### config.mk
export PLATFORM = sky130hd
export DESIGN_NAME = risc_ctrl_fsm
export DESIGN_NICKNAME = d
export VERILOG_FILES = /design/src/rtl/risc_pkg.sv /design/src/rtl/risc_opc_class.sv /design/src/rtl/risc_ctrl_fsm.sv
export SDC_FILE = /design/constraint.sdc
export NUM_CORES = 1
export LEC_CHECK = 0
export CAP_MARGIN = 0
export CORE_MARGIN = 1.5
export CORE_UTILIZATION = 45
export CTS_CLUSTER_DIAMETER = 100
export DETAILED_ROUTE_END_ITERATION = 10
export HOLD_SLACK_MARGIN = 0.03
export PLACE_DENSITY = 0.85
export SLEW_MARGIN = 20
export SYNTH_ARGS = -nofsm -noshare
export SYNTH_HDL_FRONTEND = slang
export SYNTH_HIERARCHICAL = 1
export SYNTH_SLANG_ARGS = --single-unit
### constraint.sdc
create_clock -name clk -period 1.6 [get_ports clk]
set_clock_uncertainty 0.2 [all_clocks]
set_input_delay 0.32 -clock clk [delete_from_list [all_inputs] [get_ports clk]]
set_output_delay 0.32 -clock clk [all_outputs]
set_load 0.01 [all_outputs]
### src/rtl/risc_pkg.sv
// Shared definitions for the 8-bit RISC CPU: opcode encodings, the
// control-sequencer step encoding and the opcode field width.
package risc_pkg;

    localparam int OPC_W = 3;

    typedef logic [OPC_W-1:0] opc_t;

    localparam opc_t OPC_HLT  = 3'b000;
    localparam opc_t OPC_SKZ  = 3'b001;
    localparam opc_t OPC_ADD  = 3'b010;
    localparam opc_t OPC_ANDD = 3'b011;
    localparam opc_t OPC_XORR = 3'b100;
    localparam opc_t OPC_LDA  = 3'b101;
    localparam opc_t OPC_STO  = 3'b110;
    localparam opc_t OPC_JMP  = 3'b111;

    // S0..S7 are the eight machine-cycle steps; HALTED sits outside the loop.
    typedef enum logic [3:0] {
        S0     = 4'd0,
        S1     = 4'd1,
        S2     = 4'd2,
        S3     = 4'd3,
        S4     = 4'd4,
        S5     = 4'd5,
        S6     = 4'd6,
        S7     = 4'd7,
        HALTED = 4'd8
    } state_t;

    // Advance one step around the S0..S7 ring.
    function automatic state_t next_step(input state_t s);
        return (s == S7) ? S0 : state_t'(s + 4'd1);
    endfunction

endpackage

### src/rtl/risc_opc_class.sv
// Combinational opcode classifier used by the control sequencer.
module risc_opc_class
    import risc_pkg::*;
(
    input  logic [OPC_W-1:0] opcode,
    output logic             is_hlt,
    output logic             is_skz,
    output logic             is_jmp,
    output logic             is_sto,
    output logic             is_alu
);

    assign is_hlt = (opcode == OPC_HLT);
    assign is_skz = (opcode == OPC_SKZ);
    assign is_jmp = (opcode == OPC_JMP);
    assign is_sto = (opcode == OPC_STO);
    // ALU class: every instruction that moves a memory operand into the accumulator.
    assign is_alu = (opcode == OPC_ADD) || (opcode == OPC_ANDD) ||
                    (opcode == OPC_XORR) || (opcode == OPC_LDA);

endmodule

### src/rtl/risc_ctrl_fsm.sv
// Main control sequencer of the 8-bit RISC CPU. Walks a fixed eight-step
// machine cycle per instruction and drives registered control strobes.
// Optional feature: define RISC_CTRL_INSTR_CNT_EN to add the 16-bit
// retired-instruction counter output instr_cnt.
module risc_ctrl_fsm
    import risc_pkg::*;
(
    input  logic             clk,
    input  logic             rst,
    input  logic             ena,
    input  logic [OPC_W-1:0] opcode,
    input  logic             zero,
    output logic             load_ir,
    output logic             rd,
    output logic             inc_pc,
    output logic             load_pc,
    output logic             load_acc,
    output logic             wr,
    output logic             datactl_ena,
`ifdef RISC_CTRL_INSTR_CNT_EN
    output logic [15:0]      instr_cnt,
`endif
    output logic             halt
);

    state_t state;
    logic   is_hlt, is_skz, is_jmp, is_sto, is_alu;

    risc_opc_class u_opc_class (
        .opcode (opcode),
        .is_hlt (is_hlt),
        .is_skz (is_skz),
        .is_jmp (is_jmp),
        .is_sto (is_sto),
        .is_alu (is_alu)
    );

    // Step sequencer: registers the control word of the current step and advances.
    always_ff @(posedge clk) begin
        if (!rst) begin
            state       <= S0;
            load_ir     <= 1'b0;
            rd          <= 1'b0;
            inc_pc      <= 1'b0;
            load_pc     <= 1'b0;
            load_acc    <= 1'b0;
            wr          <= 1'b0;
            datactl_ena <= 1'b0;
            halt        <= 1'b0;
        end else begin
            // NOTE: every strobe is cleared first and selectively set below; with
            // non-blocking assignments the last one in the block wins, so each
            // output is a one-cycle pulse unless its step asserts it again.
            load_ir     <= 1'b0;
            rd          <= 1'b0;
            inc_pc      <= 1'b0;
            load_pc     <= 1'b0;
            load_acc    <= 1'b0;
            wr          <= 1'b0;
            datactl_ena <= 1'b0;
            halt        <= 1'b0;

            if (state == HALTED) begin
                halt <= 1'b1;
            end else if (!ena) begin
                state <= S0;
            end else begin
                state <= next_step(state);
                case (state)
                    S0, S1: begin
                        load_ir <= 1'b1;
                        rd      <= 1'b1;
                        inc_pc  <= 1'b1;
                    end
                    S3: begin
                        if (is_hlt) begin
                            halt  <= 1'b1;
                            state <= HALTED;
                        end
                    end
                    S4: begin
                        load_pc     <= is_jmp;
                        rd          <= is_alu;
                        datactl_ena <= is_sto;
                    end
                    S5: begin
                        rd          <= is_alu;
                        load_acc    <= is_alu;
                        load_pc     <= is_jmp;
                        inc_pc      <= is_jmp | (is_skz & zero);
                        wr          <= is_sto;
                        datactl_ena <= is_sto;
                    end
                    S6: begin
                        rd          <= is_alu;
                        datactl_ena <= is_sto;
                    end
                    S7: begin
                        inc_pc <= is_skz & zero;
                    end
                    default: ;
                endcase
            end
        end
    end

`ifdef RISC_CTRL_INSTR_CNT_EN
    // Retired-instruction counter: counts each completed S7 -> S0 wrap.
    always_ff @(posedge clk) begin
        if (!rst) begin
            instr_cnt <= 16'd0;
        end else if (ena && state == S7) begin
            instr_cnt <= instr_cnt + 16'd1;
        end
    end
`endif

endmodule

---- Word-level counts from Yosys, hierarchy flattened ----
Index checks and enable logic that the tools add are counted.
cells by class
  shift operators ......................... 0
  multiply operators ...................... 0
  reduce and logical (&&, ||, !) cells .... 12
  $add $sub $neg .......................... 1
  bitwise logic cells ..................... 7
  muxes and demuxes ....................... 11
  div/mod/pow operators ................... 0
  equality and inequality tests ........... 14
  $lt $le $gt $ge ......................... 0
operator list
  cell                   number
  $eq A4 B3 Y1 const B   4
  $mux W4                4
  $eq A3 B3 Y1 const B   4
  $reduce_or A4 Y1       3
  $eq A3 B2 Y1 const B   2
  $reduce_or A3 Y1       2
  $mux W1                5
  $not A1 Y1             5
  $add A4 B1 Y4 const B  1
  $eq A4 B1 Y1 const B   1
  $eq A4 B2 Y1 const B   1
  $eq A4 B4 Y1 const B   1
  $logic_not A4 Y1       1
  $reduce_or A2 Y1       2
  $eq A3 B1 Y1 const B   1
  $logic_not A3 Y1       1
  $logic_or A1 B1 Y1     3
  $pmux W1 S3            1
  $pmux W1 S2            1
  $and A1 B1 Y1          1
  $or A1 B1 Y1           1
storage, ports and cells
  logic and storage cells ................. 54
  output and inout port bits .............. 8
  memories ................................ 0
  bits in writable memories ............... 0
  latch bits .............................. 0
  ROM bits ................................ 0
  register bits ........................... 12

---- Depth between registers and ports, before layout ----
  word-level depth ........................ 5
  gate-level depth with buffers ........... 5

---- By module ----
The synthesis kept the hierarchy.
by module, submodules not included
  module          times used  cells an instance  seq. area each (um^2)  area an instance (um^2)
  risc_ctrl_fsm   1           55                 240.2                  553.0
  risc_opc_class  1           5                  0.0                    38.8

---- Worst setup path after synthesis ----
No wires, ideal clock.
  kind .................................... reg-to-reg
  from .................................... reg state[0]
  to ...................................... reg state[3]
  path slack .............................. 0.158 ns
  cell stages (with the launch flop) ...... 6
  data required time ...................... 1.275 ns
  path buffers ............................ 0
  clock period less this slack ............ 1.442 ns
  arrival time ............................ 1.118 ns
  library setup time ...................... 0.125 ns
  path through ............................ dfxtp_1 inv_1 ha_1 and3b_1 o21ai_0 a21oi_1
between the ends
  cells in the longest elaborated chain, start to end .. 5
ends and longest elaborated chain
  what                                           line                 RTL
  start, declared                                risc_ctrl_fsm.sv:26  state_t state;
  start signal, assigned                         risc_ctrl_fsm.sv:68  state <= next_step(state);
  $add A4 B1 Y4 or $eq A4 B3 Y1 (tied branches)  risc_pkg.sv:33       return (s == S7) ? S0 : state_t'(s + 4'd1);
  $mux W4                                        risc_pkg.sv:33
  $mux W4                                        risc_ctrl_fsm.sv:76  if (is_hlt) begin
  $mux W4                                        risc_ctrl_fsm.sv:69  case (state)
  $mux W4                                        risc_ctrl_fsm.sv:65  end else if (!ena) begin
Several ways; a longest one is shown, not always the timed one.
A chain may end at the register's enable or synchronous reset.

---- Final worst setup path ----
  from .................................... in opcode[1]
  to ...................................... reg state[0]
between the ends
  cells in the longest elaborated chain, start to end .. 4
ends and longest elaborated chain
  what              line                  RTL
  start, declared   risc_ctrl_fsm.sv:11   input logic [OPC_W-1:0] opcode,
  $logic_not A3 Y1  risc_opc_class.sv:13  assign is_hlt = (opcode == OPC_HLT);
  via is_hlt        risc_ctrl_fsm.sv:27   logic is_hlt, is_skz, is_jmp, is_sto, is_alu;
  $mux W4           risc_ctrl_fsm.sv:76
  $mux W4           risc_ctrl_fsm.sv:69
  $mux W4           risc_ctrl_fsm.sv:65
The timed path passes the listed nets, and every way through them passes these cells.

==> metrics.txt <==
share of cells above drive strength 1=23.3%; Worst Hold Class=reg2reg; Routed WL=1290 um; r2r setup slk=0.14 ns; worst-path cell chain=clkdlybuf4s50_1 > nor3_2 > nand3b_1 > a21o_1 > a32o_1; Setup WS post-layout=0.0522 ns; Initial Util=50.5%; CTS H-tree depth=1; Starting DRT DRC Count=6; Residual DRC=0; CTS buffer count=3; Power Total=0.638 mW; cell count after synthesis=60; clock sinks=12; Port Buffers=14; Root Buffer=clkbuf_4; clock slew at reported path FFs=0.07 ns; Worst R2R Start=state[0]; Hold Vio Cnt, Final=0; Detailed Place HPWL=982 um; CP max-delay cell=clkdlybuf4s50_1; Worst EP required=1.57 ns; Net Count, Synth=71; Die Ht=39.3 um; Nets=98; initial antenna violation count=0; first-pass GRT wire length=2130 um; max_slew headroom=82.7%; crit path time final=1.55 ns; peak fanout along the critical path=2; leakage power=0.385 nW; Wirelength per Cell=12.9 um; kind of critical path=in2reg; largest net degree at the start of global routing=10; drt pass-1 iters=4; Inserted Diodes=0; Power Density=757 nW/um^2; CTS tree=built; Rows=12; Yosys cell types=30; warnings from Yosys=6; Clock Path Buffers=2; worst-margin pin slew=0.260 ns; fin crit share=96.7%; via count=540; hold path start=state[2]; syn avg cell area=9.86 um^2; I/O pin total=15; type of origin of the critical path=input pin; CP top delay family=buffers and inverters; gr ovfl total=0; CTS Hold Buffers Added=0; post-layout util=72.0%; chip width=39.3 um; GRT Total Usage=21.2%; FF/Latch Area=240 um^2; FMAX=0.646 GHz; CP arrival=1.52 ns; Seq/Total Area, Yosys=40.6%; core region area=1170 um^2; Placed Cells=96; Clock Latency Late Sink=0.27 ns; worst ir drop on vdd=0.573 mV; Area growth syn-to-layout=42.5%; multi-input logic area=340 um^2; worst stage delay on the critical path=0.46 ns; Final Non-Filler Cells=100; outcome=complete, no violations; Routed Antenna Nets=0; setup slack at placement=-0.234 ns; fin. max-slew vios=0; final setup violation count=0; gp weighted congestion=0.791; Seq cells post-synth=12; die area=1540 um^2; Vias/cell=5.40; FILL cells=108; vias in the first global route=496; Max Cap Violations=0; CP Launch Point=opcode[1]; endpoint class of the critical path=flop; Bufs and invs on worst path=1; synthesized area=592 um^2
==> logic make-up after synthesis <==
kind of cell	after synthesis	share of synthesized area, %
adder cells (fa/ha/maj)	4	8.46
AO/OA/AOI/OAI	10	14.8
flip-flops	12	40.6
XOR/XNOR	1	1.48
AND/OR/NAND/NOR	28	29.8
buffers and inverters	4	3.17
multiplexers	1	1.69
==> cell usage in the layout (no fill, tap or decap), types with 2 or more instances in the layout <==
cell	instances
and3_1	2
clkdlybuf4s50_1	6
a21oi_1	2
buf_4	9
dfxtp_1	12
nor3_1	2
ha_1	3
nand2b_1	2
inv_1	3
nand2_1	5
nand3b_1	3
nor2_1	3
and3b_1	2
clkbuf_4	3
dlygate4sd2_1	8
==> area by class of cell <==
type	instances	share of cell area, %
Clock buffer	4	4.30
Inverter	3	1.34
Multi-Input combinational cell	44	40.4
Sequential cell	12	28.5
Tap cell	14	2.08
Timing Repair Buffer	23	23.4
==> worst min-delay path, stage by stage (launching register included) <==
cell and delay, ns:
dfxtp_1 0.38, nand2b_1 0.10, a21oi_1 0.06
==> power breakdown <==
group	leakage, nW	switching, mW	internal, mW
combinational	0.266	0.0397	0.0471
clock	0.0210	0.104	0.138
sequential	0.0977	0.00313	0.306
total	0.385	0.147	0.491
==> cell usage after synthesis, drive strengths merged <==
cell / n / area [um^2]
a311oi: 1 / 15.0
o311a: 1 / 10.0
a21boi: 1 / 7.51
o21ai: 1 / 5.00
nand3: 1 / 5.00
a32o: 1 / 10.0
nor3: 3 / 15.0
nand4b: 1 / 8.76
or2: 1 / 6.26
and4: 1 / 8.76
xor2: 1 / 8.76
mux2i: 1 / 10.0
a21oi: 2 / 10.0
nand2b: 2 / 12.5
nor3b: 2 / 20.0
a21o: 1 / 7.51
nor2: 3 / 11.3
o211ai: 1 / 7.51
inv: 3 / 11.3
and3b: 3 / 27.5
dfxtp: 12 / 240
a221oi: 1 / 15.0
nand3b: 3 / 22.5
nand2: 5 / 18.8
ha: 4 / 50.1
buf: 1 / 7.51
and3: 3 / 20.0
==> worst paths after layout <==
path / depth (start not counted) / endpoint
setup reg to reg: 5 / state[1]
setup / recovery: 5 / state[0]
hold reg to reg: 2 / state[2]
hold / removal: 2 / state[2]
==> sequential cells by signal, summed over array words and instances (netlist names) <==
| name | cells |
|---|---|
| state | 4 |
| load_ir | 1 |
| load_acc | 1 |
| inc_pc | 1 |
| datactl_ena | 1 |
| load_pc | 1 |
| halt | 1 |
| rd | 1 |
| wr | 1 |
==> routing by layer <==
metal / vias to the layer above / share of wire [%] / global-route usage (%)
met3: 0 / 7.3 / 10.8
li1: 270 / - / -
met5: - / 0 / 0
met1: 248 / 42 / 19.6
met2: 22 / 51 / 41.7
met4: 0 / 0 / 2.59
==> metrics by stage <==
| stage | setup TNS (ns) | area (um^2) | hold slack [ns] |
|---|---|---|---|
| final | 0 | 843 | 0.378 |
| after global routing | -0.000809 | 843 | 0.432 |
| after CTS | 0 | 836 | 0.371 |
| after detailed placement | -1.09 | 810 | 0.355 |
| after global placement | -0.803 | 810 | 0.352 |
| after floorplan | 0 | 592 | 0.274 |
==> what timing repair did <==
| item | 4_1_cts | 5_1_grt |
|---|---|---|
| resized for setup | 8 | 3 |
| endpoints found under the setup margin | 8 | 4 |
| hold endpoints to repair | 0 | 0 |
| buffers inserted | 0 | 0 |
(Power assumes the default switching activity.)
